## src/rtl/spi_crypto_master.sv

```systemverilog
// SPI master for the AES cipher slaves: shifts a data block and a key out, idles for a
// programmable gap, then shifts the result block back in from the selected slave.
//
// state | meaning
// IDLE  | waiting for start; invalid sel pulses err
// SETUP | chip select asserted, first bit presented on mosi, sclk low
// TX    | shifting {data,key} out, MSB first
// GAP   | dummy bits with mosi low while the slave computes
// RX    | shifting the result in from miso[sel]
// DONE  | one-cycle completion; data_out updated, chip select released
module spi_crypto_master #(
  parameter int DATA_W     = 128,
  parameter int KEY_W      = 128,
  parameter int NUM_SLAVES = 2,
  parameter int SEL_W      = 1,
  parameter int CLK_DIV    = 2,
  parameter int GAP_BITS   = 4
) (
  input  logic                  clk,
  input  logic                  rst,
  input  logic                  start,
  input  logic [SEL_W-1:0]      sel,
  input  logic [DATA_W-1:0]     data_in,
  input  logic [KEY_W-1:0]      key_in,
  input  logic [NUM_SLAVES-1:0] miso,
  output logic                  sclk,
  output logic                  mosi,
  output logic [NUM_SLAVES-1:0] cs_n,
  output logic                  busy,
  output logic                  done,
  output logic                  err,
  output logic [DATA_W-1:0]     data_out
);

  localparam int TX_W     = DATA_W + KEY_W;
  localparam int MAX_BITS = (GAP_BITS > TX_W) ? GAP_BITS : TX_W;
  localparam int BIT_CW   = $clog2(MAX_BITS + 1);
  localparam int DIV_CW   = (CLK_DIV > 1) ? $clog2(CLK_DIV) : 1;

  localparam logic [DIV_CW-1:0] DIV_LOAD = DIV_CW'(CLK_DIV - 1);
  localparam logic [BIT_CW-1:0] TX_LOAD  = BIT_CW'(TX_W - 1);
  localparam logic [BIT_CW-1:0] GAP_LOAD = BIT_CW'((GAP_BITS > 0) ? GAP_BITS - 1 : 0);
  localparam logic [BIT_CW-1:0] RX_LOAD  = BIT_CW'(DATA_W - 1);

  localparam logic [2:0] S_IDLE  = 3'd0;
  localparam logic [2:0] S_SETUP = 3'd1;
  localparam logic [2:0] S_TX    = 3'd2;
  localparam logic [2:0] S_GAP   = 3'd3;
  localparam logic [2:0] S_RX    = 3'd4;
  localparam logic [2:0] S_DONE  = 3'd5;

  logic [2:0]        state;
  logic [SEL_W-1:0]  sel_q;
  logic [TX_W-1:0]   tx_sh;
  logic [DATA_W-1:0] rx_sh;
  logic [DIV_CW-1:0] div_cnt;
  logic [BIT_CW-1:0] bit_cnt;
  logic              sel_ok;
  logic              miso_bit;

  assign sel_ok = ({1'b0, sel} < (SEL_W + 1)'(NUM_SLAVES));
  assign busy   = (state == S_SETUP) || (state == S_TX) || (state == S_GAP) || (state == S_RX);
  assign done   = (state == S_DONE);
  // Shifting in zeros leaves tx_sh clear once TX is over; the state gate keeps mosi low regardless.
  assign mosi   = ((state == S_SETUP) || (state == S_TX)) && tx_sh[TX_W-1];

  always_comb begin
    cs_n     = '1;
    miso_bit = 1'b0;
    for (int i = 0; i < NUM_SLAVES; i++) begin
      if (sel_q == SEL_W'(i)) begin
        miso_bit = miso[i];
        if (busy) cs_n[i] = 1'b0;
      end
    end
  end

  always_ff @(posedge clk or posedge rst) begin
    if (rst) begin
      state    <= S_IDLE;
      sel_q    <= '0;
      tx_sh    <= '0;
      rx_sh    <= '0;
      div_cnt  <= '0;
      bit_cnt  <= '0;
      sclk     <= 1'b0;
      err      <= 1'b0;
      data_out <= '0;
    end else begin
      err <= 1'b0;
      case (state)
        S_IDLE: begin
          if (start) begin
            if (sel_ok) begin
              tx_sh   <= {data_in, key_in};
              sel_q   <= sel;
              rx_sh   <= '0;
              div_cnt <= DIV_LOAD;
              state   <= S_SETUP;
            end else begin
              err <= 1'b1;
            end
          end
        end
        S_SETUP: begin
          if (div_cnt == '0) begin
            state   <= S_TX;
            sclk    <= 1'b1;
            div_cnt <= DIV_LOAD;
            bit_cnt <= TX_LOAD;
          end else begin
            div_cnt <= div_cnt - 1'b1;
          end
        end
        S_TX, S_GAP, S_RX: begin
          if (div_cnt != '0) begin
            div_cnt <= div_cnt - 1'b1;
          end else begin
            div_cnt <= DIV_LOAD;
            if (sclk) begin
              // Falling edge: present the next bit and capture the slave's current bit.
              sclk  <= 1'b0;
              tx_sh <= tx_sh << 1;
              if (state == S_RX) rx_sh <= (rx_sh << 1) | DATA_W'(miso_bit);
            end else if (bit_cnt != '0) begin
              bit_cnt <= bit_cnt - 1'b1;
              sclk    <= 1'b1;
            end else begin
              case (state)
                S_TX: begin
                  sclk <= 1'b1;
                  if (GAP_BITS > 0) begin
                    state   <= S_GAP;
                    bit_cnt <= GAP_LOAD;
                  end else begin
                    state   <= S_RX;
                    bit_cnt <= RX_LOAD;
                  end
                end
                S_GAP: begin
                  sclk    <= 1'b1;
                  state   <= S_RX;
                  bit_cnt <= RX_LOAD;
                end
                default: begin
                  state    <= S_DONE;
                  data_out <= rx_sh;
                end
              endcase
            end
          end
        end
        S_DONE: state <= S_IDLE;
        default: state <= S_IDLE;
      endcase
    end
  end

endmodule

```

## config.mk

```make
export PLATFORM = sky130hd
export DESIGN_NAME = spi_crypto_master
export DESIGN_NICKNAME = d
export VERILOG_FILES = /design/src/rtl/spi_crypto_master.sv
export SDC_FILE = /design/constraint.sdc
export NUM_CORES = 1
export LEC_CHECK = 0
export CELL_PAD_IN_SITES_DETAIL_PLACEMENT = 1
export CELL_PAD_IN_SITES_GLOBAL_PLACEMENT = 1
export CORE_MARGIN = 2
export CORE_UTILIZATION = 42
export DETAILED_ROUTE_END_ITERATION = 8
export PLACE_DENSITY_LB_ADDON = 0.1
export SYNTH_ARGS = -nofsm -noshare
export SYNTH_HDL_FRONTEND = slang
export SYNTH_SLANG_ARGS = --single-unit
```

## constraint.sdc

```tcl
create_clock -name clk -period 26.8 [get_ports clk]
set_clock_uncertainty 0.15 [all_clocks]
set_input_delay 5.36 -clock clk [delete_from_list [all_inputs] [get_ports clk]]
set_output_delay 5.36 -clock clk [all_outputs]
set_load 0.005 [all_outputs]
```

==> After elaboration in Yosys (flattened, before gate mapping) <==
Cells that the tools add are included.
{ "word_totals": {"regBits": 527, "elab_cells": 83, "inputBits": 262} }
{ "op_classes": {"bitwise": 5, "add_sub_neg": 2, "muxes": 35, "reduce_logical": 20, "eq_ne": 13} }
{ "ops": {"columns": ["cell", "n"], "rows": [
  ["256-bit 2-to-1 mux", 3],
  ["128-bit 2-to-1 mux", 4],
  ["256-bit one-hot mux with 2 select lines", 1],
  ["128-bit one-hot mux with 2 select lines", 1],
  ["128-bit by 1-bit bitwise OR with 128-bit output", 1],
  ["9-bit 2-to-1 mux", 4],
  ["9-bit one-hot mux with 2 select lines", 2],
  ["5-bit AND reduction", 4],
  ["3-bit 2-to-1 mux", 5],
  ["2-bit inequality test, second input constant", 7],
  ["1-bit 2-to-1 mux", 11],
  ["3-bit one-hot mux with 3 select lines", 1],
  ["9-bit nonzero test", 1],
  ["9-bit by 1-bit subtractor with 9-bit output, second input constant", 1],
  ["3-bit by 2-bit == test with 1-bit output, second input constant", 2],
  ["3-bit == test, second input constant", 2],
  ["3-bit one-hot mux with 2 select lines", 1],
  ["2-bit nonzero test", 3],
  ["4-bit inequality test, second input constant", 1],
  ["1-bit inverter", 4],
  ["1-bit one-hot mux with 2 select lines", 2],
  ["2-bit AND reduction", 2],
  ["4-bit AND reduction", 1],
  ["4-bit OR reduction", 1],
  ["8 further kinds", 10]
]} }

==> Depth between registers and ports, before layout <==
{ "depth": {"word_depth": 7, "depth_mapped": 10} }

==> Least setup slack after synthesis <==
Ideal clock, no wire load.
{ "synth_path": {"kind": "input -> register", "startpoint": "input port start", "endpoint": "register tx_sh[100]", "setup_time_ps": 83, "arrival_time_ps": 6763, "setup_slack_ps": 19805, "cell_stages": 9, "required_ps": 26567, "cell_sequence": "nor2b_1 > o21ai_1 > a21boi_2 > buf_2 > buf_2 > buf_2 > buf_2 > nand2_1 > o21ai_0"} }
{ "synth_via": {"elab_chain_cells": 2} }
{ "synth_lines": {"columns": ["item", "line", "rtl"], "rows": [
  ["start, declared", "21", "input logic start,"],
  ["2-bit inequality test (no source line)", null, null],
  ["4-bit AND reduction (no source line)", null, null],
  ["end signal, assigned", "95", "tx_sh <= {data_in, key_in};"],
  ["end signal, assigned", "123", "tx_sh <= tx_sh << 1;"],
  ["end, declared", "54", "logic [TX_W-1:0] tx_sh;"]
]} }
No other way between the ends.
A chain may end at the register's enable or synchronous reset.

==> Worst setup path after layout <==
{ "layout_path": {"startpoint": "input port start", "endpoint": "register tx_sh[222]"} }
The elaborated chain is that of the path after synthesis.

==> flow_metrics.py <==
metrics = {
    "logic_synthesis": {
        "netlist_area_um2": 22300,
        "synth.distinct_cells": 48,
        "async_reset_ff_frac": 1.00,
        "synth-seq-cells": 527,
        "synth_nets": 2050,
        "ys_seq_area_frac": 0.592,
        "synth_cells": 1787,
        "syn_area_per_cell_um2": 12.5,
        "yosys_warnings": 0,
        "synth-main-ff-cell": "dfrtp_1",
        "synth_edf_count": 0,
    },
    "placement": {
        "portBuffers": 395,
        "dp_hpwl_um": 37000,
        "gp_congestion": 0.764,
    },
    "clock_network": {
        "postCtsSetupBuffers": 0,
        "cts_sinks": 527,
        "cts_hold_buf": 0,
        "clockBufferDepth": 3,
        "cts-root-buf": "clkbuf_16",
        "clk_latency_ps": 620,
        "path_clk_slew_ps": 60,
        "cts_resized": 0,
        "cts_buffers": 57,
        "cts_tree": "done",
        "htree_levels": 2,
    },
    "global_routing": {
        "overflow": 0,
        "grt_max_degree": 301,
        "grt_pass1_wl_um": 90700,
        "grt_pass1_vias": 15974,
        "grt_usage": 0.209,
        "antenna_found_initial": 9,
    },
    "floorplanning": {
        "num_io_pins": 397,
        "die_h_um": 234,
        "die_x_um": 234,
        "fp.coreArea_um2": 52600,
        "start_util": 0.424,
        "row_count": 84,
        "die_area_um2": 54900,
    },
    "route": {
        "drt_iter0_drc": 810,
        "first_pass_iters": 4,
        "ant_nets": 0,
        "totalWireLength_um": 57700,
        "vias": 14864,
        "viasPerCell": 5.20,
        "wl_per_cell_um": 20.2,
        "drc": 0,
    },
    "timing": {
        "relSlewSlack": 0.243,
        "fin_setup_tns_ps": 0,
        "worst_pin_slew_ps": 1140,
        "fmax_ghz": 0.119,
        "min_period_over_period": 0.314,
        "post-route-min-period_ps": 8420,
        "slew_viol_final": 0,
        "rsz0062_at_grt": "no",
        "finalSetupViolCount": 0,
        "final-hold-violation-count": 0,
    },
    "worst_hold_path": {
        "hold_start": "tx_sh[158]",
        "min_to": "tx_sh[158]",
        "hp-class": "register to register",
        "holdPathStages": 2,
    },
    "final_layout": {
        "areaGrowthSynthToFinish_pct": 28.8,
        "utilization": 0.546,
        "final_common_cell": "dfrtp_1",
        "mostFrequentLayoutCells": "527 x dfrtp_1, 395 x clkdlybuf4s50_1, 267 x o21ai_0, 266 x nand2_1, 255 x mux2i_1",
        "final_nets": 2385,
        "nFillCells": 5320,
        "drive_above_1_share": 0.113,
        "register_area_um2": 13200,
        "multiInputGateArea_um2": 8460,
    },
    "worst_setup_path": {
        "crit_arrival_ps": 8690,
        "cp-start-kind": "primary input",
        "r2r-start": "state[1]",
        "cp_data_required_time_ps": 27070,
        "worstSetupEndpointType": "register",
        "rr_endpoint": "tx_sh[234]",
        "crit_fanout": 300,
        "worst-r2r-cell-count": 8,
        "rrSetupSlack_ps": 22010,
        "path_class": "primary input to register",
    },
    "power": {
        "vdd.ir_drop.worst_v": 0.0000643,
        "power_density_nw_per_um2": 85.5,
        "p_total_mw": 2.45,
        "p_leak_nw": 12.5,
    },
    "run": {
        "max-cap-violations": 0,
    },
    "status": {
        "status": "complete, no violations",
    },
}
[kinds of logic (layout without fill, tap and decap cells)]
logic type | count (synthesis) | count (layout) | share of synthesized area
AO/OA/AOI/OAI | 418 | 418 | 0.118
XOR/XNOR | 4 | 4 | 0.00157
adder cells (fa/ha/maj) | 2 | 2 | 0.00101
buffers and inverters | 140 | 523 | 0.0303
flip-flops | 527 | 527 | 0.592
multiplexers | 385 | 385 | 0.200
other | 1 | 3 | 0.000168
AND/OR/NAND/NOR | 310 | 310 | 0.0563
[report_power, final]
part	switching (mW)	internal, mW
registers	0.112	0.992
clock network	0.329	0.522
logic	0.296	0.202
total	0.738	1.72
[flip-flops by register name (all words and copies together) (netlist names)]
register / flops
sclk: 1
rx_sh: 128
tx_sh: 256
state: 3
sel_q: 1
div_cnt: 1
bit_cnt: 9
data_out: 128
[synthesized netlist by cell type, types with 2 or more instances]
master / number / area share
buf_4: 3 / 0.0010
mux2_2: 10 / 0.0051
dfrtp_1: 527 / 0.59
nand2b_1: 2 / 0.00056
and3b_1: 2 / 0.00079
or3_1: 2 / 0.00056
mux2i_1: 255 / 0.11
clkbuf_1: 73 / 0.012
buf_6: 12 / 0.0061
nor3b_1: 2 / 0.00067
a31oi_1: 3 / 0.00084
and3_1: 2 / 0.00056
nor2_1: 15 / 0.0025
xnor2_1: 3 / 0.0012
nor3_1: 2 / 0.00045
nor2b_1: 5 / 0.0014
a21oi_1: 3 / 0.00067
buf_2: 38 / 0.0085
a22o_1: 133 / 0.052
inv_1: 4 / 0.00067
buf_1: 10 / 0.0017
mux2_4: 120 / 0.081
nand2_1: 266 / 0.045
o21ai_0: 267 / 0.060
a21boi_0: 2 / 0.00067
nand3_1: 4 / 0.00090
[how the worst max path moves through the flow]
stage,to,from,depth (start not counted),slack [ps]
CTS,tx_sh[20],start,8,18420
detailed placement,tx_sh[122],start,8,17740
global placement,tx_sh[134],start,8,17860
global route,tx_sh[127],start,8,18030
floorplan,bit_cnt[0],rst,1,6560
finish,tx_sh[222],start,8,18380
[layout make-up]
| cell class | instances | share of cell area |
|---|---|---|
| clock buffer | 86 | 0.0588 |
| antenna | 2 | 0.000174 |
| sequential | 527 | 0.459 |
| timing repair buffer | 412 | 0.143 |
| tap | 688 | 0.0300 |
| clock inverter | 21 | 0.0127 |
| multi-input combinational | 1120 | 0.295 |
| inverter | 4 | 0.000785 |
[worst max-delay path, stage by stage]
cell and delay (ps):
clkdlybuf4s50_1 430, nor2b_1 170, o21ai_4 170, buf_4 410, a21boi_4 240, buf_4 640
buf_12 740, o21ai_0 270
[layer usage]
metal	GRT usage	vias up	wire length [um]
met3	0.0668	94	4290
met4	0.0568	16	1250
met5	0	-	98
met1	0.281	7511	25300
li1	-	6961	-
met2	0.327	282	26700
[stage by stage]
| stage | instances | area (um^2) | setup WS [ps] | hold WS, ps |
|---|---|---|---|---|
| finish | 2860 | 28700 | 18380 | 325 |
| CTS | 2858 | 28700 | 18420 | 333 |
| detailed placement | 2751 | 26700 | 17740 | 319 |
| floorplan | 1787 | 22300 | 6560 | 292 |
| global route | 2859 | 28700 | 18030 | 351 |
| global placement | 2751 | 26700 | 17860 | 310 |
No activity file was read; power rests on OpenSTA's default activity.
